==> src/rtl/apb_master_bridge.sv <==
// apb_master_bridge: single-outstanding APB3 initiator bridging a valid/ready request stream to APB
// Ports: clk_i/rst_i (sync active-high reset); req_* request stream (valid/ready, write, addr, wdata);
// rsp_* response stream (valid/ready, rdata, err); psel/penable/pwrite/paddr/pwdata out, prdata/pready/pslverr in.
// Optional macro APB_MASTER_TIMEOUT_EN aborts ACCESS after TIMEOUT_CYCLES cycles without pready.
module apb_master_bridge #(
  parameter int APB_ADDR_WIDTH = 32,
  parameter int APB_DATA_WIDTH = 32,
  parameter int TIMEOUT_CYCLES = 256
) (
  input  logic                      clk_i,
  input  logic                      rst_i,
  input  logic                      req_valid_i,
  output logic                      req_ready_o,
  input  logic                      req_write_i,
  input  logic [APB_ADDR_WIDTH-1:0] req_addr_i,
  input  logic [APB_DATA_WIDTH-1:0] req_wdata_i,
  output logic                      rsp_valid_o,
  input  logic                      rsp_ready_i,
  output logic [APB_DATA_WIDTH-1:0] rsp_rdata_o,
  output logic                      rsp_err_o,
  output logic                      psel_o,
  output logic                      penable_o,
  output logic                      pwrite_o,
  output logic [APB_ADDR_WIDTH-1:0] paddr_o,
  output logic [APB_DATA_WIDTH-1:0] pwdata_o,
  input  logic [APB_DATA_WIDTH-1:0] prdata_i,
  input  logic                      pready_i,
  input  logic                      pslverr_i
);
  typedef enum logic [1:0] {IDLE, SETUP, ACCESS} state_t;
  localparam logic [APB_ADDR_WIDTH-1:0] MASK = APB_ADDR_WIDTH'(APB_DATA_WIDTH / 8 - 1);
  state_t state_q, state_d;
  logic accept, misaligned, timeout, done;
  assign req_ready_o = state_q == IDLE && !rsp_valid_o;
  assign accept      = req_valid_i && req_ready_o;
  assign misaligned  = |(req_addr_i & MASK);
  assign done        = state_q == ACCESS && (pready_i || timeout);
  assign psel_o      = state_q != IDLE;
  assign penable_o   = state_q == ACCESS;
`ifdef APB_MASTER_TIMEOUT_EN
  localparam int CW = $clog2(TIMEOUT_CYCLES + 1);
  logic [CW-1:0] cnt_q;
  always_ff @(posedge clk_i) begin
    cnt_q <= (rst_i || state_q != ACCESS) ? '0 : pready_i ? cnt_q : cnt_q + 1'b1;
  end
  assign timeout = !pready_i && cnt_q == CW'(TIMEOUT_CYCLES - 1);
`else
  assign timeout = 1'b0 && (TIMEOUT_CYCLES < 2);
`endif
  always_comb begin
    state_d = state_q == SETUP ? ACCESS : done ? IDLE : (accept && !misaligned) ? SETUP : state_q;
  end
  always_ff @(posedge clk_i) begin
    if (rst_i) begin
      state_q     <= IDLE;
      pwrite_o    <= 1'b0;
      paddr_o     <= '0;
      pwdata_o    <= '0;
      rsp_valid_o <= 1'b0;
      rsp_err_o   <= 1'b0;
      rsp_rdata_o <= '0;
    end else begin
      state_q <= state_d;
      if (accept) begin
        pwrite_o <= req_write_i;
        paddr_o  <= req_addr_i;
        pwdata_o <= req_wdata_i;
      end
      if (accept && misaligned) begin
        rsp_valid_o <= 1'b1;
        rsp_err_o   <= 1'b1;
        rsp_rdata_o <= '0;
      end else if (done) begin
        rsp_valid_o <= 1'b1;
        rsp_err_o   <= pslverr_i || !pready_i;
        rsp_rdata_o <= (!pwrite_o && pready_i && !pslverr_i) ? prdata_i : '0;
      end else if (rsp_valid_o && rsp_ready_i) begin
        rsp_valid_o <= 1'b0;
        rsp_err_o   <= 1'b0;
        rsp_rdata_o <= '0;
      end
    end
  end
endmodule

==> config.mk <==
export PLATFORM = sky130hd
export DESIGN_NAME = apb_master_bridge
export DESIGN_NICKNAME = d
export VERILOG_FILES = /design/src/rtl/apb_master_bridge.sv
export SDC_FILE = /design/constraint.sdc
export NUM_CORES = 1
export LEC_CHECK = 0
export ABC_AREA = 0
export BUFFER_PORTS_ARGS = -buffer_cell sky130_fd_sc_hd__buf_2
export CAP_MARGIN = 20
export CORE_MARGIN = 3
export CORE_UTILIZATION = 48
export DETAILED_ROUTE_END_ITERATION = 10
export MAX_ROUTING_LAYER = met4
export PLACE_DENSITY = 0.83
export SETUP_SLACK_MARGIN = 0.1
export SYNTH_ARGS = -nofsm -noshare
export SYNTH_HDL_FRONTEND = slang
export SYNTH_SLANG_ARGS = --single-unit
==> constraint.sdc <==
create_clock -name clk_i -period 3.6 [get_ports clk_i]
set_clock_uncertainty 0.05 [all_clocks]
set_input_delay 0.54 -clock clk_i [delete_from_list [all_inputs] [get_ports clk_i]]
set_output_delay 0.54 -clock clk_i [all_outputs]
set_load 0.01 [all_outputs]
-- Word-level counts from Yosys, hierarchy flattened
Cells that the tools add are included.
Widths: inputs -> output; s select.
- eq/ne operators: 2
- multiplexer cells: 11
- reductions and logical operators: 22
- operators by type and width (operator ; number):
    $mux 32 ; 3
    $logic_and 1x1->1 ; 8
    $mux 2 ; 3
    $reduce_bool 3->1 ; 2
    $logic_not 1->1 ; 5
    $mux 1 ; 5
    $reduce_bool 2->1 ; 2
    $reduce_or 2->1 ; 2
    $reduce_or 3->1 ; 1
    $eq 2x1->1 const B ; 1
    $eq 2x2->1 const B ; 1
    $logic_not 2->1 ; 1
    $logic_or 1x1->1 ; 1
- flip-flop bits (word level): 101
- output and inout port bits: 102

-- Logic depth before layout (Yosys ltp)
Gate-level depths: netlist (run 1).
- depth after elaboration: 7
- gate-level depth with buffers: 6

-- Worst setup path after synthesis (run 1)
Ideal clock, no wire load.
- path type: input port to flip-flop
- from: input port req_valid_i
- to: register rsp_rdata_o[11]
- arrival time: 1.442 ns
- required time: 3.435 ns
- setup slack: 1.992 ns
- cell stages on the path: 4
- path buffers: 1
- path through: or4b_4 -> o21bai_4 -> buf_6 -> a21oi_2
- word-level cells in the longest chain between the ends: 3
- ends and longest elaborated chain (element ; RTL line ; source):
    start: declaration ; 12 ; input logic req_valid_i,
    $logic_and 1x1->1 ; 35 ; assign accept = req_valid_i && req_ready_o;
    $logic_and 1x1->1 ; 69 ; if (accept && misaligned) begin
    $reduce_or 2->1 (no source line) ; -- ;
    end signal: assignment ; 76 ; rsp_rdata_o <= (!pwrite_o && pready_i && !pslverr_i) ? prdata_i : '0;
    end: declaration ; 19 ; output logic [APB_DATA_WIDTH-1:0] rsp_rdata_o,
No other way between the ends.
A chain may end at the register's enable or synchronous reset.

-- Worst setup path in the final report (run 1)
- from: register state_q[1]
- to: register rsp_rdata_o[4]
- word-level cells in the longest chain between the ends: 5
- elaborated cells between the ends (all ways): 9
- classes of those cells: 1 x eq/ne; 1 x mux; 7 x reduce/logical
- ends and longest elaborated chain (element ; RTL line ; source):
    start: declaration ; 32 ; state_t state_q, state_d;
    start signal: assignment ; 63 ; state_q <= state_d;
    $logic_not 2->1 ; 34 ; assign req_ready_o = state_q == IDLE && !rsp_valid_o;
    $logic_and 1x1->1 ; 34 ;
    $logic_and 1x1->1 ; 35 ;
    $logic_and 1x1->1 ; 69 ;
    $reduce_or 2->1 (no source line) ; -- ;
Several ways; a longest one is shown, not always the timed one.

==> results of run 1 <==
==> kinds of logic (layout without fill, tap and decap cells) <==
family          after synthesis  after routing  synth area share
compound gates              103            103             0.153
buf+inv                      40            226            0.0630
flops                       101            101             0.542
simple gates                209            209             0.242
==> where the power goes <==
group	internal (mW)	switching (mW)
Combinational	0.120	0.182
Clock	0.278	0.382
Sequential	1.17	0.0277
==> cell type report <==
type,instances,share of cell area
sequential,101,0.412
multi-input combinational,312,0.303
timing repair buffer,209,0.221
clock buffer,11,0.0288
tap,99,0.0253
clock inverter,5,0.00842
inverter,1,0.000765
==> path summary, 6_finish.rpt <==
kind,endpoint
min,pwdata_o[28]$_SDFFE_PP0P_
max,rsp_rdata_o[4]$_SDFFE_PP0P_
max reg2reg,rsp_rdata_o[4]$_SDFFE_PP0P_
min reg2reg,pwdata_o[11]$_SDFFE_PP0P_
==> per-layer routing <==
metal  vias up  routed length [um]
met3        26                 904
met2       163                4880
met4         0                 322
met1      1727                4160
met5         -                   0
li1       1872                   -
==> worst reg2reg max path: cells and delay by family, from the launching register on <==
family / cells / cell delay (ns)
flops: 1 / 0.40
simple gates: 1 / 0.89
compound gates: 2 / 0.95
==> cells in the mapped netlist (all sizes together) (2+ instances only) <==
| cell | number | area, um2 |
|---|---|---|
| nand3 | 65 | 325 |
| a31oi | 2 | 12.5 |
| a21oi | 98 | 528 |
| buf | 14 | 138 |
| clkbuf | 25 | 93.8 |
| dfxtp | 101 | 2020 |
| nor2 | 5 | 18.8 |
| nand2 | 132 | 495 |
==> stage by stage <==
step	setup slack, ns	instance area (um2)	instances	util	total power, mW
2_1_floorplan	1.99	3730	453	-	1.40
3_3_place_gp	1.07	4680	720	0.632	1.52
3_5_place_dp	1.02	4690	721	0.634	1.53
4_1_cts	1.16	4880	737	0.658	2.18
5_1_grt	1.05	4900	738	0.662	2.27
6_report	1.16	4900	738	0.662	2.16
==> state kept, by name, indices dropped and copies added (netlist names) <==
name,flops
paddr_o,32
pwdata_o,32
pwrite_o,1
rsp_err_o,1
rsp_rdata_o,32
rsp_valid_o,1
state_q,2
==> run_results.csv, run 1 <==
group,metric,value,unit
outcome,status,"finished, final reports clean",
worst_setup_path,cp_cell_sequence,"or4b_4 > o21bai_4 > a21oi_1",
placement,gp_congestion,0.752,
sta,period_share,0.678,
clock_tree,cts_tree,"built",
synth,synth_fp_nets,556,
synth,yosys_warnings,0,
synth,ys.flop_type,"dfxtp_1",
layout,areaGrowthSynthToFinish,31.4,%
global_routing,use_met3,0.0689,
global_routing,grt_usage,0.228,
drt,drc,0,
worst_setup_path,cp.required,3.74,ns
global_routing,overflow,0,
global_routing,grt_use_met1,0.280,
worst_setup_path,reg2reg_depth,3,
sta,max_slew_margin,0.292,
power_and_ir_drop,power.density,440,mW/mm2
drt,wirelength,10.3,mm
worst_setup_path,path_delay_family,"compound AO/OA/AOI/OAI gates",
drt,antenna_left,0,
worst_setup_path,reg2reg_from,"state_q[1]$_SDFFE_PP0P_",
hold_path,min_delay_path_depth,3,
drt,avgViaCountPerCell,5.13,
drt,first_pass_iters,4,
global_routing,grt_pass1_wl,15.7,mm
worst_setup_path,cp_max_fo,66,
clock_tree,cts_root_buffer,"clkbuf_8",
drt,via_count,3788,
flow_run,max_cap_viol_count,0,
die,fp.dieW,94.2,um
die,placementRows,31,
global_routing,antenna_found_initial,0,
worst_setup_path,cp.depth,3,
synth,ys_ff_latch,101,
clock_tree,path_clk_slew,0.10,ns
synth,avgSynthCellArea,8.24,um2
sta,tns,0,ns
synth,synthCells,453,
global_routing,grt_pass1_vias,3295,
die,core_area,0.00741,mm2
layout,nFillCells,658,
clock_tree,cts_hold_buf,0,
global_routing,grt_busiest_layer,"met2",
clock_tree,cts_setup_buffers,0,
sta,period_needed,2.44,ns
drt,post_drt_wl_per_cell,13.9,um
placement,io_buffer_count,204,
power_and_ir_drop,ir_worst_vdd,0.231,mV
synth,synth-seq-area-share,0.542,
clock_tree,cts_max_path_buffers,2,
die,start_util,0.504,
worst_setup_path,cp.arrival,2.58,ns
sta,finalSetupViolations,0,
sta,maxSlewViolCount,0,
placement,hpwl,7.32,mm
layout,regArea,0.00202,mm2
synth,async_reset_ff_frac,0,
clock_tree,clock_sinks,101,
synth,synth-edff-count,0,
layout,drive_gt1_frac,0.374,
hold_path,hold_path.class,"in -> reg",
worst_setup_path,worst-path-buf-inv,0,
clock_tree,h-tree-depth,3,
power_and_ir_drop,leakagePower,2.26,nW
clock_tree,clk_latency,0.35,ns
die,num_io_pins,205,
worst_setup_path,path_class,"reg -> reg",
layout,nets,737,
worst_setup_path,slowest_stage,"or4b_4",
synth,synth_area,0.00373,mm2
sta,max_clock_freq,0.410,GHz
clock_tree,postCtsResizedCells,0,
sta,timing.hold.ws,0.361,ns
sta,rsz0062_at_grt,"no",
hold_path,min_from,"req_wdata_i[28]",
sta,hold_viol,0,
die,die_area,0.00887,mm2
layout,multiInputGateArea,0.00149,mm2
layout,antenna_cells,0,
clock_tree,numCtsBuffers,9,
worst_setup_path,worstSetupStartpoint,"state_q[1]$_SDFFE_PP0P_",
global_routing,grt_max_degree,70,
die,dieHeight,94.2,um
worst_setup_path,r2r_slack,1.16,ns
global_routing,use_met2,0.348,
synth,yosysUniqueCellTypes,22,
layout,mostFrequentLayoutCells,"204 x buf_2, 132 x nand2_1, 101 x dfxtp_1",
worst_setup_path,max_stage_delay,0.89,ns
drt,drt_first_iter_violations,127,
layout,layout_commonest_cell,"buf_2",
sta,worstMarginPinSlew,1.06,ns
worst_setup_path,start_kind,"flip-flop",
worst_setup_path,endpoint_kind,"flip-flop",
Power figures use the tool's default switching activity.
==> inputs of run 2 (changes only) <==
ABC_AREA = 1   (was 0)
CORE_UTILIZATION = 46   (was 48)
PLACE_DENSITY = 0.78   (was 0.83)
clock period = 2.25 ns   (was 3.6 ns; I/O delays follow)
==> run 2 against run 1 <==
  * Flip-flop and latch count unchanged
  * Sequential power up 62%
  * First-iteration DRC count rose by 13%
  * Largest cell class unchanged
==> run_results.csv, run 2 <==
group,metric,value,unit
placement,place_area,0.00517,mm2
drt,drt_first_iter_violations,144,
worst_setup_path,timing.rr.end,"paddr_o[29]$_SDFFE_PP0P_",
layout,areaGrowthSynthToFinish,28.3,%
layout,largest_registers,"paddr_o (32), pwdata_o (32), rsp_rdata_o (32)",
die,dieHeight,101,um
power_and_ir_drop,power.density,709,mW/mm2
outcome,status,"finished, final reports clean",
sta,max_slew_margin,0.591,
sta,tns,0,ns
clock_tree,h-tree-depth,3,
synth,ys_ff_latch,101,
worst_setup_path,r2r_slack,0.64,ns
sta,finalSetupViolations,0,
synth,synth-edff-count,0,
die,fp.dieW,101,um
clock_tree,postCtsResizedCells,0,
sta,period_needed,1.86,ns
worst_setup_path,start_kind,"flip-flop",
synth,async_reset_ff_frac,0,
hold_path,hold_path.class,"in -> reg",
worst_setup_path,cp_max_fo,22,
worst_setup_path,reg2reg_from,"state_q[1]$_SDFFE_PP0P_",
synth,yosys_warnings,0,
layout,antenna_cells,0,
synth,yosys-top-cells-count,"101 x dfxtp_1, 71 x nand3_1, 69 x a21oi_1, 69 x nand2_1, 33 x nand4_1",
clock_tree,clk_latency,0.34,ns
drt,wirelength,11.7,mm
worst_setup_path,endpoint_kind,"primary output",
global_routing,use_met2,0.370,
die,die_area,0.0103,mm2
synth,ys.flop_type,"dfxtp_1",
global_routing,overflow,0,
synth,synth_top_area_frac,0.483,
placement,gp_congestion,0.793,
global_routing,grt_use_met1,0.286,
layout,drive_gt1_frac,0.460,
worst_setup_path,worstSetupStartpoint,"state_q[1]$_SDFFE_PP0P_",
synth,avgSynthCellArea,8.88,um2
drt,drc,0,
placement,io_buffer_count,204,
die,placementRows,34,
global_routing,grt_pass1_wl,18.4,mm
synth,yosys-top-cells-area,"dfxtp_1 48%, nand3_1 8.5%, a21oi_1 8.3%",
synth,yosysMostFrequentCell,"dfxtp_1",
drt,avgViaCountPerCell,5.34,
clock_tree,cts_root_buffer,"clkbuf_8",
die,core_area,0.00876,mm2
drt,first_pass_iters,5,
worst_setup_path,path_class,"reg -> out",
layout,layout_commonest_cell,"buf_2",
synth,synthCells,471,
global_routing,antenna_found_initial,0,
placement,pre_cts_ws,0.638,ns
sta,rsz0062_at_grt,"no",
flow_run,max_cap_viol_count,0,
die,start_util,0.477,
layout,mostFrequentLayoutCells,"204 x buf_2, 101 x dfxtp_1, 71 x nand3_1",
drt,via_count,4088,
die,num_io_pins,205,
placement,hpwl,8.17,mm
synth,synth_area,0.00418,mm2
synth,synth_fp_nets,574,
clock_tree,cts_setup_buffers,0,
layout,nets,755,
layout,design_area,0.00537,mm2
power_and_ir_drop,leakagePower,2.38,nW
sta,hold_viol,0,
sta,maxSlewViolCount,0,
drt,post_drt_wl_per_cell,15.3,um
clock_tree,cts_tree,"built",
global_routing,use_met3,0.0344,
clock_tree,cts_hold_buf,0,
global_routing,grt_usage,0.226,
placement,dpl.cell_count,749,
worst_setup_path,cp.arrival,1.47,ns
worst_setup_path,cp.required,1.86,ns
synth,synth_top_cell_by_area,"dfxtp_1",
synth,synth-seq-area-share,0.483,
clock_tree,cts_max_path_buffers,2,
worst_setup_path,cp-endpoint,"req_ready_o",
global_routing,grt_busiest_layer,"met2",
worst_setup_path,reg2reg_depth,6,
clock_tree,numCtsBuffers,9,
sta,period_share,0.826,
drt,antenna_left,0,
layout,fin_cells,765,
power_and_ir_drop,ir_worst_vdd,0.366,mV
synth,yosysUniqueCellTypes,21,
sta,worstMarginPinSlew,0.614,ns
global_routing,grt_pass1_vias,3871,
sta,max_clock_freq,0.538,GHz
sta,setup_ws,0.391,ns
global_routing,grt_max_degree,62,
clock_tree,path_clk_slew,0.10,ns
clock_tree,clock_sinks,101,
[run 2: cell types whose count changed after synthesis, sizes merged, moves of 2 or more]
cell and delta:
clkbuf -9, nand2 -63, inv +9, buf +18, a31oi -2, nand4 +33, nand3 +38
[run 2: how the worst min path moves through the flow]
stage	from	depth (start not counted)	to	slack, ns
floorplan	req_addr_i[0]	2	paddr_o[0]$_SDFFE_PP0P_	0.43
global placement	paddr_o[31]$_SDFFE_PP0P_	2	paddr_o[31]$_SDFFE_PP0P_	0.40
detailed placement	paddr_o[31]$_SDFFE_PP0P_	2	paddr_o[31]$_SDFFE_PP0P_	0.40
CTS	req_addr_i[6]	3	paddr_o[6]$_SDFFE_PP0P_	0.15
global route	req_addr_i[6]	3	paddr_o[6]$_SDFFE_PP0P_	0.16
finish	req_addr_i[6]	3	paddr_o[6]$_SDFFE_PP0P_	0.17
[run 2: worst max-delay path, cell delays in order, from the launching register on]
cell and delay (ns):
dfxtp_1 0.37, nor2_4 0.16, inv_2 0.08, nor2_8 0.30, buf_2 0.21
[run 2: per-stage QoR]
stage,util,hold slack [ns],power [mW]
5_1_grt,0.612,0.161,3.98
4_1_cts,0.612,0.150,3.84
6_report,0.612,0.172,3.80
3_5_place_dp,0.590,0.403,2.68
3_3_place_gp,0.590,0.399,2.66
2_1_floorplan,-,0.430,2.45
[run 2: cell families (layout without fill, tap and decap cells)]
logic type,Yosys count,count (layout),share of synthesized area
AO/OA/AOI/OAI,102,102,0.150
buffers and inverters,58,244,0.0817
AND/OR/NAND/NOR,210,210,0.285
flip-flops,101,101,0.483
[run 2: area by class of cell]
type | instances | area, um2
inverters | 10 | 37.5
repair buffers | 218 | 1150
fillers | 827 | 3400
flip-flops and latches | 101 | 2020
clock inverters | 7 | 73.8
multi-input cells | 312 | 1820
well taps | 108 | 135
clock buffers | 9 | 124
[run 2: where the power goes]
group | internal [mW] | leakage [nW] | total (mW) | switching, mW
clock network | 0.521 | 0.100 | 1.16 | 0.637
registers | 1.88 | 0.824 | 1.94 | 0.0542
logic | 0.272 | 1.45 | 0.707 | 0.435
[run 2: routing by layer]
layer,vias up,part of all wire
met2,152,0.51
met5,-,0
met4,0,0.016
li1,2000,-
met1,1917,0.42
met3,19,0.061
